## config.mk

```make
export PLATFORM = sky130hd
export DESIGN_NAME = multdiv_sequencer_flat
export DESIGN_NICKNAME = d
export VERILOG_FILES = /design/src/rtl/multdiv_sequencer_if.sv /design/src/rtl/multdiv_sequencer.sv /design/src/flat_wrapper.sv
export SDC_FILE = /design/constraint.sdc
export NUM_CORES = 1
export LEC_CHECK = 0
export ABC_AREA = 0
export BUFFER_PORTS_ARGS = -buffer_cell sky130_fd_sc_hd__buf_2
export CAP_MARGIN = 30
export CORE_MARGIN = 2
export CORE_UTILIZATION = 35
export CTS_CLUSTER_DIAMETER = 100
export CTS_CLUSTER_SIZE = 28
export DETAILED_ROUTE_END_ITERATION = 12
export GPL_TIMING_DRIVEN = 0
export PLACE_DENSITY = 0.67
export SKIP_CTS_REPAIR_TIMING = 1
export SYNTH_ARGS = -nofsm -noshare
export SYNTH_HDL_FRONTEND = slang
export SYNTH_SLANG_ARGS = --single-unit
```

## constraint.sdc

```tcl
create_clock -name clock -period 2.7 [get_ports clock]
set_input_delay 0.135 -clock clock [delete_from_list [all_inputs] [get_ports clock]]
set_output_delay 0.135 -clock clock [all_outputs]
set_load 0.01 [all_outputs]
```

## src/rtl/multdiv_sequencer_if.sv

```systemverilog
`default_nettype none
// ============================================================================
// Module      : multdiv_sequencer_if
// Description : Decode, unit and writeback signal bundle for multdiv_sequencer.
// Revision    : 1.0 - initial release
// ============================================================================
interface multdiv_sequencer_if #(
    parameter int TAG_W = 5
);
    logic             in_valid;
    logic             in_ready;
    logic             in_op;
    logic [31:0]      in_a;
    logic [31:0]      in_b;
    logic [TAG_W-1:0] in_tag;
    logic [31:0]      data_operandA;
    logic [31:0]      data_operandB;
    logic             ctrl_MULT;
    logic             ctrl_DIV;
    logic [31:0]      unit_result;
    logic             unit_exception;
    logic             unit_resultRDY;
    logic             out_valid;
    logic             out_ready;
    logic [31:0]      out_result;
    logic             out_exception;
    logic [TAG_W-1:0] out_tag;
    logic             busy;

    modport slave (
        input  in_valid, in_op, in_a, in_b, in_tag,
        input  unit_result, unit_exception, unit_resultRDY, out_ready,
        output in_ready, data_operandA, data_operandB, ctrl_MULT, ctrl_DIV,
        output out_valid, out_result, out_exception, out_tag, busy
    );

    modport master (
        output in_valid, in_op, in_a, in_b, in_tag,
        output unit_result, unit_exception, unit_resultRDY, out_ready,
        input  in_ready, data_operandA, data_operandB, ctrl_MULT, ctrl_DIV,
        input  out_valid, out_result, out_exception, out_tag, busy
    );
endinterface
`default_nettype wire

```

## src/rtl/multdiv_sequencer.sv

```systemverilog
`default_nettype none
// ============================================================================
// Module      : multdiv_sequencer
// Description : One-op-in-flight issue/hold stage for the iterative mul/div
//               units. Optional MULTDIV_DIV0_BYPASS_EN completes divide-by-zero
//               without starting the divider.
// Revision    : 1.0 - initial release
// ============================================================================
module multdiv_sequencer #(
    parameter int TIMEOUT = 40,
    parameter int TAG_W   = 5
) (
    input  wire logic           clock,
    input  wire logic           reset_n,
    multdiv_sequencer_if.slave  bus
);

    typedef enum logic [1:0] {
        S_IDLE  = 2'd0,
        S_ISSUE = 2'd1,
        S_WAIT  = 2'd2,
        S_DONE  = 2'd3
    } state_t;

    localparam int                 c_cnt_w    = $clog2(TIMEOUT + 1);
    localparam logic [c_cnt_w-1:0] c_cnt_last = c_cnt_w'(TIMEOUT - 1);
    localparam logic [c_cnt_w-1:0] c_cnt_one  = c_cnt_w'(1);

    state_t             r_state;
    state_t             w_next_state;
    logic               r_op;
    logic [31:0]        r_a;
    logic [31:0]        r_b;
    logic [TAG_W-1:0]   r_tag;
    logic [31:0]        r_result;
    logic               r_exc;
    logic [c_cnt_w-1:0] r_cnt;
    logic               w_accept;
    logic               w_capture;
    logic               w_timeout;
`ifdef MULTDIV_DIV0_BYPASS_EN
    logic               w_bypass;
`endif

    always_comb begin
        w_next_state = r_state;
        w_accept     = 1'b0;
        w_capture    = 1'b0;
        w_timeout    = 1'b0;
`ifdef MULTDIV_DIV0_BYPASS_EN
        w_bypass     = 1'b0;
`endif
        case (r_state)
            S_IDLE: begin
                if (bus.in_valid) begin
                    w_accept     = 1'b1;
                    w_next_state = S_ISSUE;
`ifdef MULTDIV_DIV0_BYPASS_EN
                    if (bus.in_op && (bus.in_b == 32'd0)) begin
                        w_bypass     = 1'b1;
                        w_next_state = S_DONE;
                    end
`endif
                end
            end
            // The unit's ready is periodic, so a pulse seen here belongs to a previous op.
            S_ISSUE: w_next_state = S_WAIT;
            S_WAIT: begin
                if (bus.unit_resultRDY) begin
                    w_capture    = 1'b1;
                    w_next_state = S_DONE;
                end else if (r_cnt == c_cnt_last) begin
                    w_timeout    = 1'b1;
                    w_next_state = S_DONE;
                end
            end
            S_DONE: begin
                if (bus.out_ready) begin
                    w_next_state = S_IDLE;
                end
            end
            default: w_next_state = S_IDLE;
        endcase
    end

    always_ff @(posedge clock) begin
        if (!reset_n) begin
            r_state  <= S_IDLE;
            r_op     <= 1'b0;
            r_a      <= 32'd0;
            r_b      <= 32'd0;
            r_tag    <= '0;
            r_result <= 32'd0;
            r_exc    <= 1'b0;
            r_cnt    <= '0;
        end else begin
            r_state <= w_next_state;
            if (w_accept) begin
                r_op  <= bus.in_op;
                r_a   <= bus.in_a;
                r_b   <= bus.in_b;
                r_tag <= bus.in_tag;
            end
            if (r_state == S_ISSUE) begin
                r_cnt <= '0;
            end else if (r_state == S_WAIT) begin
                r_cnt <= r_cnt + c_cnt_one;
            end
            if (w_capture) begin
                r_result <= bus.unit_result;
                r_exc    <= bus.unit_exception;
            end else if (w_timeout) begin
                r_result <= 32'd0;
                r_exc    <= 1'b1;
            end
`ifdef MULTDIV_DIV0_BYPASS_EN
            else if (w_bypass) begin
                r_result <= 32'd0;
                r_exc    <= 1'b1;
            end
`endif
        end
    end

    // Gating with reset_n keeps every control output low while reset is held.
    assign bus.in_ready      = reset_n && (r_state == S_IDLE);
    assign bus.busy          = reset_n && (r_state != S_IDLE);
    assign bus.ctrl_MULT     = reset_n && (r_state == S_ISSUE) && !r_op;
    assign bus.ctrl_DIV      = reset_n && (r_state == S_ISSUE) && r_op;
    assign bus.out_valid     = reset_n && (r_state == S_DONE);
    assign bus.data_operandA = r_a;
    assign bus.data_operandB = r_b;
    assign bus.out_result    = r_result;
    assign bus.out_exception = r_exc;
    assign bus.out_tag       = r_tag;

endmodule
`default_nettype wire

```

## src/flat_wrapper.sv

```systemverilog
// flat-port wrapper written by rule: the top's interface ports become plain ports
module multdiv_sequencer_flat 
#(
    parameter int TIMEOUT = 40,
    parameter int TAG_W   = 5
)
  (clock, reset_n, bus_in_valid, bus_in_op, bus_in_a, bus_in_b, bus_in_tag, bus_unit_result, bus_unit_exception, bus_unit_resultRDY, bus_out_ready, bus_in_ready, bus_data_operandA, bus_data_operandB, bus_ctrl_MULT, bus_ctrl_DIV, bus_out_valid, bus_out_result, bus_out_exception, bus_out_tag, bus_busy);
  multdiv_sequencer_if #(.TAG_W(TAG_W)) bus_i ();
  input  wire logic clock;
  input  wire logic reset_n;
  input wire logic [$bits(bus_i.in_valid)-1:0] bus_in_valid;
  input wire logic [$bits(bus_i.in_op)-1:0] bus_in_op;
  input wire logic [$bits(bus_i.in_a)-1:0] bus_in_a;
  input wire logic [$bits(bus_i.in_b)-1:0] bus_in_b;
  input wire logic [$bits(bus_i.in_tag)-1:0] bus_in_tag;
  input wire logic [$bits(bus_i.unit_result)-1:0] bus_unit_result;
  input wire logic [$bits(bus_i.unit_exception)-1:0] bus_unit_exception;
  input wire logic [$bits(bus_i.unit_resultRDY)-1:0] bus_unit_resultRDY;
  input wire logic [$bits(bus_i.out_ready)-1:0] bus_out_ready;
  output wire logic [$bits(bus_i.in_ready)-1:0] bus_in_ready;
  output wire logic [$bits(bus_i.data_operandA)-1:0] bus_data_operandA;
  output wire logic [$bits(bus_i.data_operandB)-1:0] bus_data_operandB;
  output wire logic [$bits(bus_i.ctrl_MULT)-1:0] bus_ctrl_MULT;
  output wire logic [$bits(bus_i.ctrl_DIV)-1:0] bus_ctrl_DIV;
  output wire logic [$bits(bus_i.out_valid)-1:0] bus_out_valid;
  output wire logic [$bits(bus_i.out_result)-1:0] bus_out_result;
  output wire logic [$bits(bus_i.out_exception)-1:0] bus_out_exception;
  output wire logic [$bits(bus_i.out_tag)-1:0] bus_out_tag;
  output wire logic [$bits(bus_i.busy)-1:0] bus_busy;
  assign bus_i.in_valid = bus_in_valid;
  assign bus_i.in_op = bus_in_op;
  assign bus_i.in_a = bus_in_a;
  assign bus_i.in_b = bus_in_b;
  assign bus_i.in_tag = bus_in_tag;
  assign bus_i.unit_result = bus_unit_result;
  assign bus_i.unit_exception = bus_unit_exception;
  assign bus_i.unit_resultRDY = bus_unit_resultRDY;
  assign bus_i.out_ready = bus_out_ready;
  assign bus_in_ready = bus_i.in_ready;
  assign bus_data_operandA = bus_i.data_operandA;
  assign bus_data_operandB = bus_i.data_operandB;
  assign bus_ctrl_MULT = bus_i.ctrl_MULT;
  assign bus_ctrl_DIV = bus_i.ctrl_DIV;
  assign bus_out_valid = bus_i.out_valid;
  assign bus_out_result = bus_i.out_result;
  assign bus_out_exception = bus_i.out_exception;
  assign bus_out_tag = bus_i.out_tag;
  assign bus_busy = bus_i.busy;
  multdiv_sequencer #(.TIMEOUT(TIMEOUT), .TAG_W(TAG_W)) u_core (.clock(clock), .reset_n(reset_n), .bus(bus_i));
endmodule
```

After elaboration in Yosys (flattened, before gate mapping)
Index checks and enable logic that the tools add are counted.

word-level totals
  logic and storage cells = 45
  flip-flop bits (word level) = 111
  output and inout bits = 107
  input bits = 108

cells by class
  equal/unequal tests = 7
  add/subtract/negate cells = 1
  reduce and logical (&&, ||, !) cells = 12
  mux-type cells = 16
  bitwise gates (word level) = 1

operators by type and width
  cell                                                                     number
  32-bit 2-to-1 mux                                                        2
  1-bit 2-to-1 mux                                                         9
  2-bit 2-to-1 mux                                                         4
  2-bit one-hot mux with 4 select lines                                    1
  6-bit by 1-bit adder with 6-bit output, second input constant            1
  6-bit == test, second input constant                                     1
  1-bit logical AND                                                        6
  2-bit == test, second input constant                                     2
  2-bit inequality test, second input constant                             2
  2-bit nonzero test                                                       2
  3-bit by 2-bit inequality test with 1-bit output, second input constant  1
  3-bit AND reduction                                                      1
  2-bit by 1-bit == test with 1-bit output, second input constant          1
  2-bit logical NOT                                                        1
  2-bit OR reduction                                                       1
  1-bit logical NOT                                                        1
  1-bit inverter                                                           1

Depth between registers and ports, before layout
Gate-level depths: netlist of the first run.

  word-level depth = 6
  gate-level depth with buffers = 7
  mapped depth without buffers = 5

Least setup slack after synthesis of the first run
Ideal clock, no wire load.

  path kind = register -> register
  from = register u_core.r_state[0]
  to = register u_core.r_result[21] (netlist: u_core.bus.out_result[21])
  arrival = 1.255 ns
  stages on the path, launching flop included = 7
  path slack = 1.314 ns
  cell sequence = dfxtp_1 -> inv_1 -> ha_1 -> buf_4 -> nand2_1 -> clkbuf_1 -> o22ai_1

between the ends
  cells in the longest elaborated chain, start to end = 3
  elaborated cells on any way between the ends = 5
  those cells by class = eq/ne: 1; mux: 3; reduce/logical: 1

ends and longest elaborated chain
  element                                                  line                      RTL
  from (decl)                                              multdiv_sequencer.sv:29   state_t r_state;
  from (signal assigned)                                   multdiv_sequencer.sv:97   r_state <= w_next_state;
  2-bit == test *                                          multdiv_sequencer.sv:53   case (r_state)
  1-bit 2-to-1 mux                                         multdiv_sequencer.sv:53
  32-bit 2-to-1 mux or 2-bit nonzero test (tied branches)  n/a
  to (signal assigned)                                     multdiv_sequencer.sv:110  r_result <= bus.unit_result;
  to (decl)                                                multdiv_sequencer.sv:35   logic [31:0] r_result;

Mark *: on every way between the ends. The rest lies on a longest branch, timed or not.
A chain may end at the register's enable or synchronous reset.

Final worst setup path of the first run
  from = register u_core.r_state[0]
  to = register u_core.r_a[6] (netlist: u_core.bus.data_operandA[6])

between the ends
  cells in the longest elaborated chain, start to end = 2

ends and longest elaborated chain
  element               line                      RTL
  2-bit logical NOT     multdiv_sequencer.sv:53
  1-bit 2-to-1 mux      multdiv_sequencer.sv:53
  to (signal assigned)  multdiv_sequencer.sv:100  r_a <= bus.in_a;
  to (decl)             multdiv_sequencer.sv:32   logic [31:0] r_a;

No other way between the ends.

==> metrics.cfg, run 1 <==
[setup_path]
cp-end-kind=flip-flop
crit_type=reg2reg
worst-path-buf-inv=2
crit_top_cell=nand2_1
cp_max_fo=10
cp-startpoint=u_core.r_state[0]$_SDFFE_PN0P_
crit_required_ns=2.97
crit_slowest_cell=clkbuf_1
arrival_ns=2.21
r2r_slack_ns=0.76
start_kind=flip-flop
rr_worst_depth=6
slowest_delay_ns=0.53
r2r_start=u_core.r_state[0]$_SDFFE_PN0P_
path_cells=inv_1, ha_1, nand2_1, clkbuf_1, nand2_1, a21boi_0
r2r_end=u_core.bus.data_operandA[6]$_SDFFE_PN0P_
critPathTopFamily=buffers and inverters

[power]
irDropWorstVdd_v=0.000434
pwr-share-comb_pct=29.5
clock_power_share_pct=28.4
seqPwrFrac_pct=42.1
swShare_pct=33.1
cell_internal_pwr_uw=3230
power_density_nw_per_um2=813
leakage_uw=0.00276
p_switching_uw=1600

[synthesis]
syn_area_sq_um=4360
avgSynthCellArea_sq_um=8.68
synth_edf_count=0
yosysWarnings=0
synth.distinct_cells=28
synth_async_sr_flop_share_pct=0
ys.flop_type=dfxtp_1
synth-seq-area-share_pct=51.0
syn_inst=502
synth_seq_cells=111
synthesis.nets=615

[place]
dp_hpwl_mm=9.37
place_congestion=0.775
portBuffers=213
dp.cells=883

[timing]
rsz0062_at_grt=false
clock.fmax_mhz=517
max_slew_margin_pct=58.6
setup-violations-final=0
hold_viol=0
drv_slew=0
finalClockSkew_ns=0.00945
fin_crit_ns=1.94
finalCritPeriodShare_pct=71.7
max_slew.worst_pin.slew_ns=0.621
setup_tns_ns=0

[detailed_routing]
wirelength_mm=12.2
postRouteAntennaNets=0
drc=0
post_drt_via_cell_ratio=4.61
drt_iter0_drc=209
drtPass1Iterations=4
wl_per_cell_um=13.6
vias=4146

[clock_tree]
cts_tree=done
htree_num_levels=3
clk_path_buf_depth=2
insertion_delay_ns=0.35
numCtsBuffers=9
clock_sinks=111
cts_root_buffer=clkbuf_16
clk_pin_slew_worst_paths_ns=0.07

[layout]
nets=839
area_growth_pct=36.4
n_antenna_cell=0
fin_cells=899
fill_cells=1178
post-route-util_pct=49.2
final_layout_size_suffix_gt1_share_pct=36.9

[global_route]
grt_pass1_vias=4016
grt_usage_pct=18.1
gr-total-overflow=0
antenna_found_initial=0
grt_pass1_wl_mm=19.0
grt_max_degree=18

[floorplanning]
num_rows=40
fp.coreArea_sq_um=12100
die_area_sq_um=13400
die_x_um=116
fp.dieH_um=116
start_util_pct=36.1
ios=215

[job]
cap_violations=0

[status]
outcome=finished clean

[hold_path]
hold-path-endpoint=u_core.bus.data_operandA[8]$_SDFFE_PN0P_
hold_path_startpoint=bus_in_a[8]
hold_path_class=in2reg
holdPathStages=3

==> layout by cell type (no fill, tap or decap) <==
| master | instances |
|---|---|
| bufinv_16 | 1 |
| inv_6 | 1 |
| buf_6 | 4 |
| a21oi_1 | 2 |
| a21boi_0 | 70 |
| clkinv_2 | 1 |
| o22ai_1 | 12 |
| and3_1 | 1 |
| o221a_1 | 1 |
| nand4_1 | 2 |
| buf_4 | 3 |
| buf_2 | 226 |
| nand2_1 | 211 |
| mux2i_1 | 2 |
| clkbuf_8 | 2 |
| or3_1 | 1 |
| o21ai_0 | 1 |
| nor2_1 | 6 |
| nor2_2 | 1 |
| nand2b_1 | 1 |
| o22ai_2 | 20 |
| a221o_1 | 1 |
| xor2_1 | 3 |
| ha_1 | 5 |
| clkinvlp_4 | 1 |
| and2_1 | 3 |
| a41oi_2 | 1 |
| dfxtp_1 | 111 |
| o31ai_1 | 1 |
| inv_1 | 3 |
| clkbuf_1 | 20 |
| clkbuf_16 | 9 |
| xnor2_1 | 1 |
| nor2b_1 | 3 |
==> synth_stat cells, types with 3 or more instances <==
library cell / n / share of area [%]
dfxtp_1: 111 / 51
o22ai_2: 20 / 5.7
o22ai_1: 12 / 1.7
clkbuf_1: 19 / 1.6
buf_6: 4 / 1.0
nand2_1: 211 / 18
and2_1: 3 / 0.43
ha_1: 5 / 1.4
buf_4: 3 / 0.52
nor2_1: 6 / 0.52
xor2_1: 3 / 0.60
nor2b_1: 3 / 0.43
inv_1: 3 / 0.26
buf_2: 13 / 1.5
a21boi_0: 70 / 12
==> worst reg2reg max path: cells and delay by family, from the launching register on <==
| kind | cells | cell delay (ns) |
|---|---|---|
| AOI/OAI and AO/OA | 1 | 0.20 |
| buffers and inverters | 2 | 0.62 |
| and+or+nand+nor | 2 | 0.42 |
| adders and majority gates | 1 | 0.26 |
| DFF | 1 | 0.36 |
==> per-layer routing <==
| layer | GRT usage (%) | share of wire [%] | vias up |
|---|---|---|---|
| li1 | - | - | 2088 |
| met2 | 31.2 | 48 | 166 |
| met5 | 0 | 0 | - |
| met3 | 5.23 | 8.5 | 18 |
| met1 | 21.0 | 42 | 1874 |
| met4 | 7.55 | 2.0 | 0 |
==> flip-flops by register name (all words and copies together) (netlist names) <==
name / flops
u_core.bus.out_exception: 1
u_core.r_op: 1
u_core.bus.data_operandA: 32
u_core.bus.data_operandB: 32
u_core.r_cnt: 6
u_core.bus.out_tag: 5
u_core.r_state: 2
u_core.bus.out_result: 32
==> per-stage QoR <==
stage          hold WS (ns)  setup WS, ns  instance area, sq um  total power, uW
3_5_place_dp          0.396         0.729                  5630             3510
6_report             0.0291         0.764                  5940             4830
3_3_place_gp          0.386         0.833                  5630             3460
5_1_grt              0.0175         0.572                  5940             5140
2_1_floorplan         0.280          1.31                  4360             2930
4_1_cts              0.0138         0.704                  5940             4900
==> how the worst max path moves through the flow <==
| stage | endpoint | slack, ns | depth (start not counted) |
|---|---|---|---|
| after floorplan | u_core.bus.out_result[21]$_SDFFE_PN0P_ | 1.31 | 6 |
| after global placement | u_core.bus.data_operandA[4]$_SDFFE_PN0P_ | 0.83 | 6 |
| after detailed placement | u_core.bus.data_operandA[6]$_SDFFE_PN0P_ | 0.73 | 6 |
| after CTS | u_core.bus.data_operandA[6]$_SDFFE_PN0P_ | 0.70 | 6 |
| after global routing | u_core.bus.data_operandA[3]$_SDFFE_PN0P_ | 0.57 | 6 |
| final | u_core.bus.data_operandA[6]$_SDFFE_PN0P_ | 0.76 | 6 |
==> logic make-up (layout without fill, tap and decap cells) <==
family	Yosys count	after routing	synth area share [%]
compound gates	109	109	20.9
mux	2	2	0.460
simple gates	229	229	20.4
xor+xnor	4	4	0.805
flops	111	111	51.0
buf+inv	42	271	4.94
fa+ha+maj	5	5	1.44
==> final cells by class <==
class	count	area, sq um	area share [%]
plain buffers	39	204	3.43
clock buffers	12	256	4.32
clock inverters	4	51.3	0.864
inverters	3	11.3	0.190
multi-input cells	349	1920	32.3
flip-flops and latches	111	2220	37.4
well taps	168	210	3.54
repair buffers	213	1070	17.9
==> power groups by stage <==
stage               Sequential, uW  Clock (uW)  Combinational, uW
CTS                           2030        1420               1450
global placement              2050           0               1410
detailed placement            2070           0               1450
global route                  2060        1490               1590
floorplan                     2170           0                759
finish                        2030        1370               1430
Note: power is estimated with default switching activity, not from simulation.
==> run 2: changes to the inputs <==
--- a/config.mk
+++ b/config.mk
@@ -14,7 +14,7 @@
 export CTS_CLUSTER_SIZE = 28
 export DETAILED_ROUTE_END_ITERATION = 12
 export GPL_TIMING_DRIVEN = 0
-export PLACE_DENSITY = 0.67
+export PLACE_DENSITY = 0.69
 export SKIP_CTS_REPAIR_TIMING = 1
 export SYNTH_ARGS = -nofsm -noshare
 export SYNTH_HDL_FRONTEND = slang
==> constraint.sdc (replaced) <==
create_clock -name clock -period 1.7 [get_ports clock]
set_input_delay 0.085 -clock clock [delete_from_list [all_inputs] [get_ports clock]]
set_output_delay 0.085 -clock clock [all_outputs]
set_load 0.01 [all_outputs]
==> run 2 against run 1 <==
The run now ends with hold timing left. Count of clock-buffer cells in the layout is 1 lower. Sequential power is 59% higher. Maximum frequency is 22% higher. Flip-flop and latch count stayed put. Die area stayed put. Global-route usage hardly changed. Utilization is 2.1 points higher. Critical endpoint is now u_core.bus.out_result[19]$_SDFFE_PN0P_.
==> metrics.cfg, run 2 (synthesis gave the netlist of run 1 again) <==
[timing]
rsz0062_at_grt=true  ; was false
fin_crit_ns=1.58  ; was 1.94 ns
finalCritPeriodShare_pct=93.0  ; was 71.7%
max_slew_margin_pct=69.4  ; was 58.6%
setup_tns_ns=0  ; unchanged
hold_viol=36  ; was 0
max_slew.worst_pin.slew_ns=0.460  ; was 0.621 ns
clock.fmax_mhz=632  ; was 517 MHz
finalClockSkew_ns=0.00717  ; was 0.00945 ns
drv_slew=0  ; unchanged
whs_ns=-0.0149  ; was 0.0291 ns
setup-violations-final=0  ; unchanged

[detailed_routing]
drt_iter0_drc=200  ; was 209
drc=0  ; unchanged
postRouteAntennaNets=0  ; unchanged
wl_per_cell_um=13.6  ; about the same
vias=4264  ; was 4146
met2_length_mm=6.24  ; was 5.82 mm
post_drt_via_cell_ratio=4.63  ; was 4.61
top_layer_used=met4  ; unchanged
met3_length_um=958  ; was 1.04 mm
met1_length_mm=5.14  ; was 5.09 mm
drtPass1Iterations=4  ; unchanged
wirelength_mm=12.5  ; was 12.2 mm

[floorplanning]
fp.coreArea_sq_um=12100  ; unchanged
die_x_um=116  ; unchanged
ios=215  ; unchanged
die_area_sq_um=13400  ; unchanged
start_util_pct=36.1  ; unchanged
num_rows=40  ; unchanged
fp.dieH_um=116  ; unchanged

[clock_tree]
htree_num_levels=3  ; unchanged
clk_pin_slew_worst_paths_ns=0.07  ; about the same
clock_sinks=111  ; unchanged
cts_tree=done  ; unchanged
clk_path_buf_depth=2  ; unchanged
insertion_delay_ns=0.34  ; was 0.35 ns
cts_root_buffer=clkbuf_16  ; unchanged
numCtsBuffers=9  ; unchanged

[layout]
final_layout_size_suffix_gt1_share_pct=37.1  ; was 36.9%
n_antenna_cell=0  ; unchanged
nets=861  ; was 839
fill_cells=1130  ; was 1178
final_cell_mix=buf_2 (219), nand2_1 (210), dfxtp_1 (111), a21boi_0 (69), dlygate4sd3_1 (22)  ; was buf_2 (226), nand2_1 (211), dfxtp_1 (111), a21boi_0 (70)
final_common_cell=buf_2  ; unchanged
fin_cells=921  ; was 899
area_growth_pct=42.3  ; was 36.4%

[setup_path]
r2r_end=u_core.bus.out_result[19]$_SDFFE_PN0P_  ; was u_core.bus.data_operandA[6]$_SDFFE_PN0P_
r2r_start=u_core.r_state[0]$_SDFFE_PN0P_  ; unchanged
rr_worst_depth=6  ; unchanged
cp-startpoint=u_core.r_state[0]$_SDFFE_PN0P_  ; unchanged
r2r_slack_ns=0.12  ; was 0.76 ns
crit_required_ns=1.92  ; was 2.97 ns
endpoint=u_core.bus.out_result[19]$_SDFFE_PN0P_  ; was u_core.bus.data_operandA[6]$_SDFFE_PN0P_
cp-end-kind=flip-flop  ; unchanged
crit_type=reg2reg  ; unchanged
cp_max_fo=10  ; unchanged
arrival_ns=1.80  ; was 2.21 ns
start_kind=flip-flop  ; unchanged

[status]
violations=hold timing
outcome=finished with violations  ; was finished clean

[hold_path]
hold_path_class=in2reg  ; unchanged

[power]
power_density_nw_per_um2=1260  ; was 813 nW/um^2
leakage_uw=0.00288  ; was 0.00276 uW
irDropWorstVdd_v=0.000590  ; was 0.000434 V
finalPower_uw=7840  ; was 4830 uW

[global_route]
antenna_found_initial=0  ; unchanged
grt_pass1_vias=4179  ; was 4016
grt_usage_pct=18.0  ; was 18.1%
grt_pass1_wl_mm=19.1  ; was 19.0 mm
gr-total-overflow=0  ; unchanged
grt_max_degree=18  ; unchanged

[place]
portBuffers=213  ; unchanged
place_congestion=0.763  ; was 0.775
dp_hpwl_mm=9.42  ; was 9.37 mm
dp.cells=883  ; unchanged

[job]
cap_violations=0  ; unchanged

==> run 2: cell count changes in the layout (fill, tap and decap cells not counted), moves of 2 or more <==
cell / previous run / this run
clkbuf_1: 20 / 13
dlygate4sd3_1: 0 / 22
buf_4: 3 / 5
clkbuf_4: 0 / 5
clkbuf_2: 0 / 8
buf_2: 226 / 219
clkbuf_8: 2 / 0
==> run 2: worst min path at each step <==
stage | startpoint | to | slack (ns) | cells past startpoint
floorplan | bus_in_b[27] | u_core.bus.data_operandB[27]$_SDFFE_PN0P_ | 0.23 | 2
global placement | bus_in_a[11] | u_core.bus.data_operandA[11]$_SDFFE_PN0P_ | 0.34 | 3
detailed placement | bus_in_b[25] | u_core.bus.data_operandB[25]$_SDFFE_PN0P_ | 0.34 | 3
CTS | bus_in_b[25] | u_core.bus.data_operandB[25]$_SDFFE_PN0P_ | -0.03 | 3
global route | bus_in_b[30] | u_core.bus.data_operandB[30]$_SDFFE_PN0P_ | 0.0001 | 3
finish | bus_in_a[17] | u_core.bus.data_operandA[17]$_SDFFE_PN0P_ | -0.01 | 3
==> run 2: per-stage QoR <==
| step | setup WS, ns | instance area [sq um] | utilization, % | hold slack, ns |
|---|---|---|---|---|
| 2_1_floorplan | 0.314 | 4360 | - | 0.230 |
| 3_3_place_gp | -0.0974 | 5630 | 46.7 | 0.336 |
| 3_5_place_dp | -0.244 | 5630 | 46.7 | 0.342 |
| 4_1_cts | -0.239 | 5950 | 49.3 | -0.0296 |
| 5_1_grt | -0.0222 | 6200 | 51.4 | 0.000143 |
| 6_report | 0.119 | 6200 | 51.4 | -0.0149 |
==> run 2: layout make-up <==
cell class / count / area [sq um] / share of cell area [%]
clock inverters: 5 / 81.3 / 1.31
inverters: 3 / 11.3 / 0.182
well taps: 168 / 210 / 3.39
clock buffers: 11 / 233 / 3.75
multi-input cells: 349 / 1920 / 31.0
repair buffers: 235 / 1290 / 20.8
flip-flops and latches: 111 / 2220 / 35.8
plain buffers: 39 / 231 / 3.73
==> run 2: layer usage <==
layer  GRT usage (%)  vias up
li1                -     2132
met2            32.4      152
met1            20.2     1965
met4            6.35        0
met3            5.44       15
met5               0        -
==> run 2: where the power goes <==
part | internal (uW) | switching, uW | total (uW) | leakage [uW]
Combinational | 978 | 1390 | 2360 | 0.00182
Sequential | 3010 | 216 | 3230 | 0.000906
Clock | 1300 | 948 | 2250 | 0.000150
Total | 5290 | 2550 | 7840 | 0.00288
==> run 2: critical path, stage by stage, from the launching register on <==
cell and delay, ns:
dfxtp_1 0.37, inv_1 0.10, ha_1 0.20, buf_4 0.16, nand2_1 0.17, buf_2 0.33, o22ai_2 0.14
